[src/rtl/phase_accum_scheduler.sv]
`default_nettype none
// ============================================================================
// Module   : phase_accum_scheduler
// Purpose  : On each tick, runs all CHANNELS phase accumulators through one
//            external adder. Each channel uses the adder for one cycle.
// Revision : 1.0
// ============================================================================
module phase_accum_scheduler #(
  parameter int WIDTH    = 16,
  parameter int CHANNELS = 4,
  localparam int CH_W    = (CHANNELS > 1) ? $clog2(CHANNELS) : 1
) (
  input  logic             clk,
  input  logic             rst,
  input  logic             tick,
  input  logic             cfg_valid,
  output logic             cfg_ready,
  input  logic [CH_W-1:0]  cfg_chan,
  input  logic [WIDTH-1:0] cfg_inc,
  input  logic             cfg_clr,
  output logic [WIDTH-1:0] add_a,
  output logic [WIDTH-1:0] add_b,
  output logic             add_cin,
  input  logic [WIDTH-1:0] add_sum,
  input  logic             add_cout,
  output logic             out_valid,
  output logic [CH_W-1:0]  out_chan,
  output logic [WIDTH-1:0] out_phase,
  output logic             out_wrap,
  output logic             busy,
  output logic             done,
  output logic             overrun
);

  typedef enum logic [0:0] {
    IDLE = 1'b0,
    RUN  = 1'b1
  } state_t;

  localparam logic [CH_W-1:0] LAST_CHAN = CH_W'(CHANNELS - 1);

  state_t           state;
  state_t           state_next;
  logic [CH_W-1:0]  chan_idx;
  logic             pending;
  logic [WIDTH-1:0] phase [CHANNELS];
  logic [WIDTH-1:0] inc   [CHANNELS];
  logic             last_chan;
  logic             chan_in_range;
  logic             cfg_accept;

  // Only a non-power-of-two channel count can see out-of-range indices.
  generate
    if ((1 << CH_W) == CHANNELS) begin : g_full_range
      assign chan_in_range = 1'b1;
    end else begin : g_partial_range
      assign chan_in_range = (32'(cfg_chan) < 32'(CHANNELS));
    end
  endgenerate

  assign last_chan  = (chan_idx == LAST_CHAN);
  assign cfg_ready  = (state == IDLE);
  assign busy       = (state == RUN);
  assign cfg_accept = cfg_valid && (state == IDLE) && chan_in_range;
  assign add_cin    = 1'b0;
  assign add_a      = (state == RUN) ? phase[chan_idx] : '0;
  assign add_b      = (state == RUN) ? inc[chan_idx]   : '0;

  always_ff @(posedge clk) begin
    if (rst) begin
      state <= IDLE;
    end else begin
      state <= state_next;
    end
  end

  always_comb begin
    state_next = state;
    case (state)
      IDLE:    if (tick || pending) state_next = RUN;
      RUN:     if (last_chan)       state_next = IDLE;
      default: state_next = IDLE;
    endcase
  end

  always_ff @(posedge clk) begin
    if (rst) begin
      chan_idx  <= '0;
      pending   <= 1'b0;
      overrun   <= 1'b0;
      out_valid <= 1'b0;
      out_chan  <= '0;
      out_phase <= '0;
      out_wrap  <= 1'b0;
      done      <= 1'b0;
      for (int i = 0; i < CHANNELS; i++) begin
        phase[i] <= '0;
        inc[i]   <= '0;
      end
    end else begin
      out_valid <= 1'b0;
      done      <= 1'b0;
      if (state == IDLE) begin
        // Any pending request is consumed by the sweep that starts now.
        chan_idx <= '0;
        pending  <= 1'b0;
        if (cfg_accept) begin
          inc[cfg_chan] <= cfg_inc;
          if (cfg_clr) begin
            phase[cfg_chan] <= '0;
          end
        end
      end else begin
        phase[chan_idx] <= add_sum;
        out_valid       <= 1'b1;
        out_chan        <= chan_idx;
        out_phase       <= add_sum;
        out_wrap        <= add_cout;
        done            <= last_chan;
        chan_idx        <= last_chan ? '0 : chan_idx + CH_W'(1);
        if (tick) begin
          if (pending) begin
            overrun <= 1'b1;
          end else begin
            pending <= 1'b1;
          end
        end
      end
    end
  end

endmodule
`default_nettype wire

[config.mk]
export PLATFORM = sky130hd
export DESIGN_NAME = phase_accum_scheduler
export DESIGN_NICKNAME = d
export VERILOG_FILES = /design/src/rtl/phase_accum_scheduler.sv
export SDC_FILE = /design/constraint.sdc
export NUM_CORES = 1
export LEC_CHECK = 0
export ABC_AREA = 1
export CORE_MARGIN = 8
export CORE_UTILIZATION = 60
export CTS_BUF_LIST = sky130_fd_sc_hd__clkbuf_2 sky130_fd_sc_hd__clkbuf_4 sky130_fd_sc_hd__clkbuf_8
export DETAILED_ROUTE_END_ITERATION = 8
export HOLD_SLACK_MARGIN = 0.02
export PLACE_DENSITY = 0.87
export SLEW_MARGIN = 30
export SYNTH_ARGS = -nofsm -noshare
export SYNTH_HDL_FRONTEND = slang
export SYNTH_SLANG_ARGS = --single-unit
export TNS_END_PERCENT = 10
[constraint.sdc]
create_clock -name clk -period 5.8 [get_ports clk]
set_input_delay 0.58 -clock clk [delete_from_list [all_inputs] [get_ports clk]]
set_output_delay 0.58 -clock clk [all_outputs]
set_load 0.02 [all_outputs]
======== Yosys cells after proc, flatten, opt, wreduce, memory -nomap -nowiden ========
Memory sizes are Yosys's and may differ from the RTL's. A register that Yosys moved wholly into a read port is not among the register bits.
Index checks and enable logic that the tools add are counted.
word-level totals
  flip-flop bits (word level) ............. 26
  RAM bits ................................ 128
  output and inout bits ................... 57
  logic and storage cells ................. 52
  memories ................................ 2
memory list
  memory  words  bits a word  read ports  clocked after memory_dff  wr ports  line  RTL
  inc     4      16           1           1                         4         47    logic [WIDTH-1:0] inc [CHANNELS];
  phase   4      16           1           1                         4         46    logic [WIDTH-1:0] phase [CHANNELS];
operators by class
  $add $sub $neg .......................... 1
  eq/ne operators ......................... 1
  mux-type cells .......................... 30
  bitwise operators ....................... 1
  reduce and logical (&&, ||, !) cells .... 8
operators by type and width
  cell                                         number
  2-to-1 mux 16 bit                            5
  OR reduction 16 bit                          3
  2-to-1 mux 1 bit                             19
  2-to-1 mux 2 bit                             5
  AND reduction 3 bit                          1
  OR reduction 3 bit                           1
  adder 2 x 1 -> 2 bit, second input constant  1
  == test 2 bit, second input constant         1
  one-hot mux 1 bit (2 select lines)           1
  OR reduction 2 bit                           1
  logical AND 1 bit                            1
  logical OR 1 bit                             1
  NOT 1 bit                                    1

======== Longest topological paths before layout ========
Gate-level depths: netlist of run 1.
  depth after elaboration ................. 9
  depth in mapped cells ................... 9

======== Worst setup path after synthesis of run 1 ========
OpenSTA, ideal clock, no wires.
  path kind ............................... input port to flip-flop
  start ................................... in cfg_valid
  end ..................................... mem phase[0][0] (enable)
  setup time .............................. 0.411 ns
  arrival time ............................ 2.315 ns
  data required time ...................... 5.389 ns
  path slack .............................. 3.074 ns
  cell stages on the path ................. 5
  buffers on the path ..................... 1
  cells stage by stage .................... clkbuf_1 nand4_1 nand2_2 nand2_4 o21ai_0
RTL lines
  element          line  RTL
  start, declared  16    input logic cfg_valid,
  end, declared    46

==> reports/metrics.yaml, run 1 <==
outcome: "completed"
ys.flop_type: "edfxtp_1"
gp_congestion: 0.852
cts_setup_buffers: 0
use_met2: 0.401
first_iter_violations: 637
fin_skew_ps: 12.0
holdPathEnd: "out_phase[3]"
finalPower_mw: 2.55
die_w_um: 121
cts_root_buffer: "clkbuf_8"
place_inst: 866
whs_ps: 454
n_fill_cell: 716
tightestPinTransition_ps: 951
cp.arrival_ps: 2700
gr-total-overflow: 0
drive_above_1_share: 0.0976
dp_hpwl_mm: 10.9
grt_util_met3: 0.0614
insertedDiodeCount: 0
ys_seq_elements: 154
grt_pass1_vias: 5116
worstSkewPairLatency_ps: 450
yosys.area.top_type: "edfxtp_1"
end_kind: "output port"
area_growth_pct: 21.1
finalHoldViolCount: 0
synth.area.top_cells: "edfxtp_1, nor2_1, dfxtp_1"
grt_usage: 0.236
drt_wl_total_mm: 16.9
grt_max_degree: 68
antenna_left: 0
yosys_warnings: 0
max_cap_viol_count: 0
vdd_drop_max_mv: 0.173
critPathMaxFanout: 64
cts_num_sinks: 154
rr_endpoint: "phase[2][4]"
antenna_found_initial: 0
core-area_um2: 10800
met1_usage: 0.277
synth_edf_count: 128
synth_area_per_cell_um2: 9.99
start_util: 0.614
min_path_cells: 2
fin_cells: 898
reg2reg_from: "busy"
vias_per_cell: 5.70
seq_area_frac_synth: 0.659
multi_input_area_um2: 1920
post_cts_resized: 0
vias: 5117
synth_nets: 704
htreeDepth: 4
rrSetupSlack_ps: 2620
clk_pin_slew_ps: 70
netlist_area_um2: 6620
grt_pass1_wl_mm: 26.5
p_leak_nw: 3.18
port_buffers: 95
seqCellArea_um2: 4370
firstDrtPassIters: 6
async_flop_share: 0
worstSetupPathType: "register to output port"
cts_hold_buf: 0
rsz0062_at_grt: "false"
hp-start: "out_phase[3]"
top_usage_layer: "met2"
dieArea_um2: 14700
synthCells: 663
numCtsBuffers: 17
power_density_nw_per_um2: 317
row_count: 38
post-route-min-period_ps: 3280
fmaxAchievable_mhz: 305
clk_path_buf_depth: 2
tns_ps: 0
fin_crit_sh: 0.565
finalSetupViolCount: 0
wl_per_cell_um: 18.8
synth.top_cell.area_share: 0.580
io_pins: 97
reg2regPathDepth: 6
cp-start-kind: "register"
max-slew-margin-rel: 0.366
min_path_type: "register to register"
synth.distinct_cells: 28
maxSlewViolCount: 0
tritoncts: "yes"
final_net_count: 786
die_h_um: 121
cp_data_required_time_ps: 5220
drcViolationCount: 0
[critical path, cell delays in order (launching register included)]
cell             delay (ps)
dfxtp_2                 320
inv_2                   660
o21ai_0                 310
a21oi_1                 270
clkdlybuf4s50_1         650
[synthesized netlist by cell type, types with 6 or more instances]
cell	count
a21oi_1	33
buf_2	11
clkbuf_1	21
dfxtp_1	26
edfxtp_1	128
inv_1	39
nand2_1	63
nor2_1	222
nor2_2	10
nor3_1	6
nor3_2	10
o21ai_0	57
o21ai_1	8
[worst max-delay path by stage]
stage	endpoint	cells past startpoint	startpoint	slack (ps)
floorplan	phase[0][0]	5	cfg_valid	3070
global placement	inc[1][0]	6	rst	2420
detailed placement	inc[1][0]	6	rst	2200
CTS	add_b[12]	4	chan_idx[0]	2520
global route	add_b[13]	4	chan_idx[0]	2390
finish	add_b[12]	4	chan_idx[0]	2520
[layer usage]
metal | vias to the layer above | part of all wire
met2 | 299 | 0.51
met5 | - | 0
met4 | 0 | 0.029
met3 | 45 | 0.092
met1 | 2419 | 0.37
li1 | 2354 | -
[sequential cells by signal, indices dropped and copies added, names as in the netlist]
name and cells:
overrun 1, out_valid 1, done 1, out_phase 16, chan_idx 2, phase 64
busy 1, inc 64, out_chan 2, pending 1, out_wrap 1
[cells by family (layout without fill, tap and decap cells)]
kind of cell | count (synthesis) | after routing | synth area share
AO/OA/AOI/OAI | 101 | 101 | 0.0780
buffers and inverters | 80 | 175 | 0.0508
adder cells (fa/ha/maj) | 1 | 1 | 0.00189
other | 1 | 1 | 0.000566
AND/OR/NAND/NOR | 326 | 326 | 0.210
flip-flops | 154 | 154 | 0.659
[final cells by class]
type	instances	share of cell area
Tap cell	140	0.0218
Clock buffer	24	0.0365
Clock inverter	8	0.0147
Timing Repair Buffer	100	0.123
Sequential cell	154	0.544
Inverter	43	0.0201
Multi-Input combinational cell	429	0.240
[report_power, final]
part	total, mW	switching, mW	leakage (nW)	internal, mW
Combinational	0.384	0.254	1.42	0.129
Clock	0.849	0.385	0.220	0.464
Sequential	1.31	0.0272	1.55	1.29
[layout by cell type, fill, tap and decap left out]
cell	count
nand2_1	63
clkbuf_4	6
inv_2	5
o21ai_0	56
bufinv_16	3
nand3_4	1
nor2_4	2
clkinv_2	3
nand2_4	3
clkbuf_8	18
nor2_1	222
o21ai_1	9
nor3_1	6
o31ai_1	1
nand3_1	2
inv_1	38
ha_1	1
a21oi_1	33
conb_1	1
nand2_2	5
edfxtp_1	128
a22o_1	1
a32o_1	1
nand4_1	2
clkdlybuf4s50_1	95
dfxtp_1	25
buf_4	5
nor3_2	10
inv_4	2
dfxtp_2	1
nor2_2	10
[per-stage QoR]
step | utilization | area (µm²) | setup slack, ps
after CTS | 0.743 | 8020 | 2520
after global routing | 0.743 | 8020 | 2390
after detailed placement | 0.705 | 7610 | 2200
after global placement | 0.705 | 7610 | 2420
final | 0.743 | 8020 | 2520
after floorplan | - | 6620 | 3070
(Power assumes the default switching activity.)
==> inputs of run 2 (changes only) <==
--- a/config.mk
+++ b/config.mk
@@ -7,11 +7,11 @@
 export LEC_CHECK = 0
 export ABC_AREA = 1
 export CORE_MARGIN = 8
-export CORE_UTILIZATION = 60
+export CORE_UTILIZATION = 51
 export CTS_BUF_LIST = sky130_fd_sc_hd__clkbuf_2 sky130_fd_sc_hd__clkbuf_4 sky130_fd_sc_hd__clkbuf_8
 export DETAILED_ROUTE_END_ITERATION = 8
 export HOLD_SLACK_MARGIN = 0.02
-export PLACE_DENSITY = 0.87
+export PLACE_DENSITY = 0.79
 export SLEW_MARGIN = 30
 export SYNTH_ARGS = -nofsm -noshare
 export SYNTH_HDL_FRONTEND = slang
==> constraint.sdc (replaced) <==
create_clock -name clk -period 2.7 [get_ports clk]
set_input_delay 0.27 -clock clk [delete_from_list [all_inputs] [get_ports clk]]
set_output_delay 0.27 -clock clk [all_outputs]
set_load 0.02 [all_outputs]
==> run 2 against run 1 <==
Against the previous run: sequential cell count unchanged; clock power up 120%; global-route usage decreased by 3.4 points; wire length is 2.7% lower; clock skew is 4.8 ps lower; critical path depth rose by 2; first-iteration DRC count fell by 3.0%; non-clock buffer count rose by 18; cell count grew 5.6%; register-to-register slack lost 2200 ps; combinational power increased by 120%; clock-buffer cell count shrank 1.
==> reports/metrics.yaml, run 2 (synthesis results as in run 1) <==
outcome: "completed"
dp_hpwl_mm: 10.8
worstSetupPathType: "register to output port"
htreeDepth: 4
grt_pass1_vias: 4934
cp.depth: 6
slowest_delay_ps: 640
first_iter_violations: 618
final_net_count: 804
finalSetupViolCount: 0
cp_slowest_cell: "clkdlybuf4s50_1"
fmaxAchievable_mhz: 386
final_common_cell: "nor2_1"
die_w_um: 130
crit_buf_inv: 2
cts_num_sinks: 154
power_frac_comb: 0.153
clk_pin_slew_ps: 70
numCtsBuffers: 17
reg2reg_from: "busy"
crit_end: "add_a[1]"
clockPowerShare: 0.335
critPathMaxFanout: 33
tns_ps: 0
power.internal_mw: 4.10
worst_path_most_repeated_cell: "nor2_1"
cp-startpoint: "chan_idx[0]"
drive_above_1_share: 0.116
power_density_nw_per_um2: 669
post-route-min-period_ps: 2590
core-area_um2: 12700
grt_max_degree: 35
cp_top_family: "buffers and inverters"
finalPower_mw: 5.51
layout_common_cells: "nor2_1, edfxtp_1, clkdlybuf4s50_1, nand2_1, o21ai_0"
reg_top3: "inc (64), phase (64), out_phase (16)"
clk_path_buf_depth: 2
grt_pass1_wl_mm: 25.7
tightestPinTransition_ps: 642
tritoncts: "yes"
max_cap_viol_count: 0
switching_share: 0.255
wl_per_cell_um: 17.3
vias_per_cell: 5.35
fin_skew_ps: 7.24
setup_slack_ps: 111
p_leak_nw: 3.34
drcViolationCount: 0
p_seq_frac: 0.513
cp-start-kind: "register"
port_buffers: 95
rrSetupSlack_ps: 420
drt_wl_total_mm: 16.4
gr-total-overflow: 0
insertedDiodeCount: 0
rr_endpoint: "phase[2][3]"
maxSlewViolCount: 0
io_pins: 97
antenna_found_initial: 0
hp-start: "add_cout"
max-slew-margin-rel: 0.571
cp_data_required_time_ps: 2430
dieArea_um2: 16900
crit_path_cell_trace: "buf_12 > nor2_1 > nor2_1 > o21ai_0 > a21oi_1 > clkdlybuf4s50_1"
worstSkewPairLatency_ps: 450
power_switching_mw: 1.41
fin_crit_sh: 0.959
end_kind: "output port"
die_h_um: 130
area_growth_pct: 24.5
cp.arrival_ps: 2320
antenna_left: 0
vdd_drop_max_mv: 0.422
cts_root_buffer: "clkbuf_8"
grt_usage: 0.201
n_fill_cell: 984
firstDrtPassIters: 5
pre_cts_slack_ps: 118
rsz0062_at_grt: "false"
start_util: 0.523
vias: 5072
finalHoldViolCount: 0
row_count: 41
min_path_type: "input port to register"
gp_congestion: 0.852
reg2regPathDepth: 7
-- run 2: cell count changes in the layout (fill, tap and decap cells not counted), moves of 2 or more --
| cell | delta |
|---|---|
| clkbuf_4 | -5 |
| clkbuf_8 | +4 |
| clkinv_1 | +2 |
| inv_4 | -2 |
| buf_4 | +16 |
| clkdlybuf4s50_1 | -4 |
| dlymetal6s2s_1 | +4 |
-- run 2: what timing repair did --
action | CTS | global route
gates resized for setup | 1 | 5
buffers inserted | 0 | 0
hold buffers | 0 | 0
cloned | 0 | 0
endpoints found under the hold margin | 0 | 0
endpoints found under the setup margin | 8 | 10
-- run 2: stage by stage --
step                area [µm²]  utilization  std cells  hold slack (ps)
global route              8250        0.651        948              444
CTS                       8230        0.650        948              432
finish                    8250        0.651        948              448
floorplan                 6620            -        663              373
detailed placement        7800        0.616        916              439
global placement          7800        0.616        916              437
-- run 2: cell type report --
class                           instances  area (µm²)  area share
Tap cell                              172         215      0.0261
Multi-Input combinational cell        429        1920       0.233
Inverter                               43         161      0.0196
Sequential cell                       154        4370       0.530
Clock inverter                          9         118      0.0143
Clock buffer                           23         310      0.0376
Timing Repair Buffer                  118        1150       0.139
-- run 2: worst min path at each step --
| stage | to | slack (ps) | cells after the start |
|---|---|---|---|
| floorplan | busy | 370 | 1 |
| finish | out_wrap | 450 | 2 |
| global route | out_wrap | 440 | 2 |
| CTS | out_wrap | 430 | 2 |
| global placement | out_phase[11] | 440 | 2 |
| detailed placement | out_phase[7] | 440 | 2 |
-- run 2: power by group through the flow --
stage | Combinational [mW] | Clock (mW) | Sequential (mW)
2_1_floorplan | 0.445 | 0 | 2.89
3_3_place_gp | 0.818 | 0 | 2.87
3_5_place_dp | 0.838 | 0 | 2.88
4_1_cts | 0.846 | 1.86 | 2.83
5_1_grt | 0.914 | 1.95 | 2.84
6_report | 0.841 | 1.84 | 2.83
-- run 2: routing by layer --
metal | track usage | up-vias | wire, µm
li1 | - | 2389 | -
met1 | 0.243 | 2430 | 6480
met2 | 0.333 | 221 | 8250
met3 | 0.0539 | 32 | 1330
met4 | 0.0908 | 0 | 374
met5 | 0 | - | 0
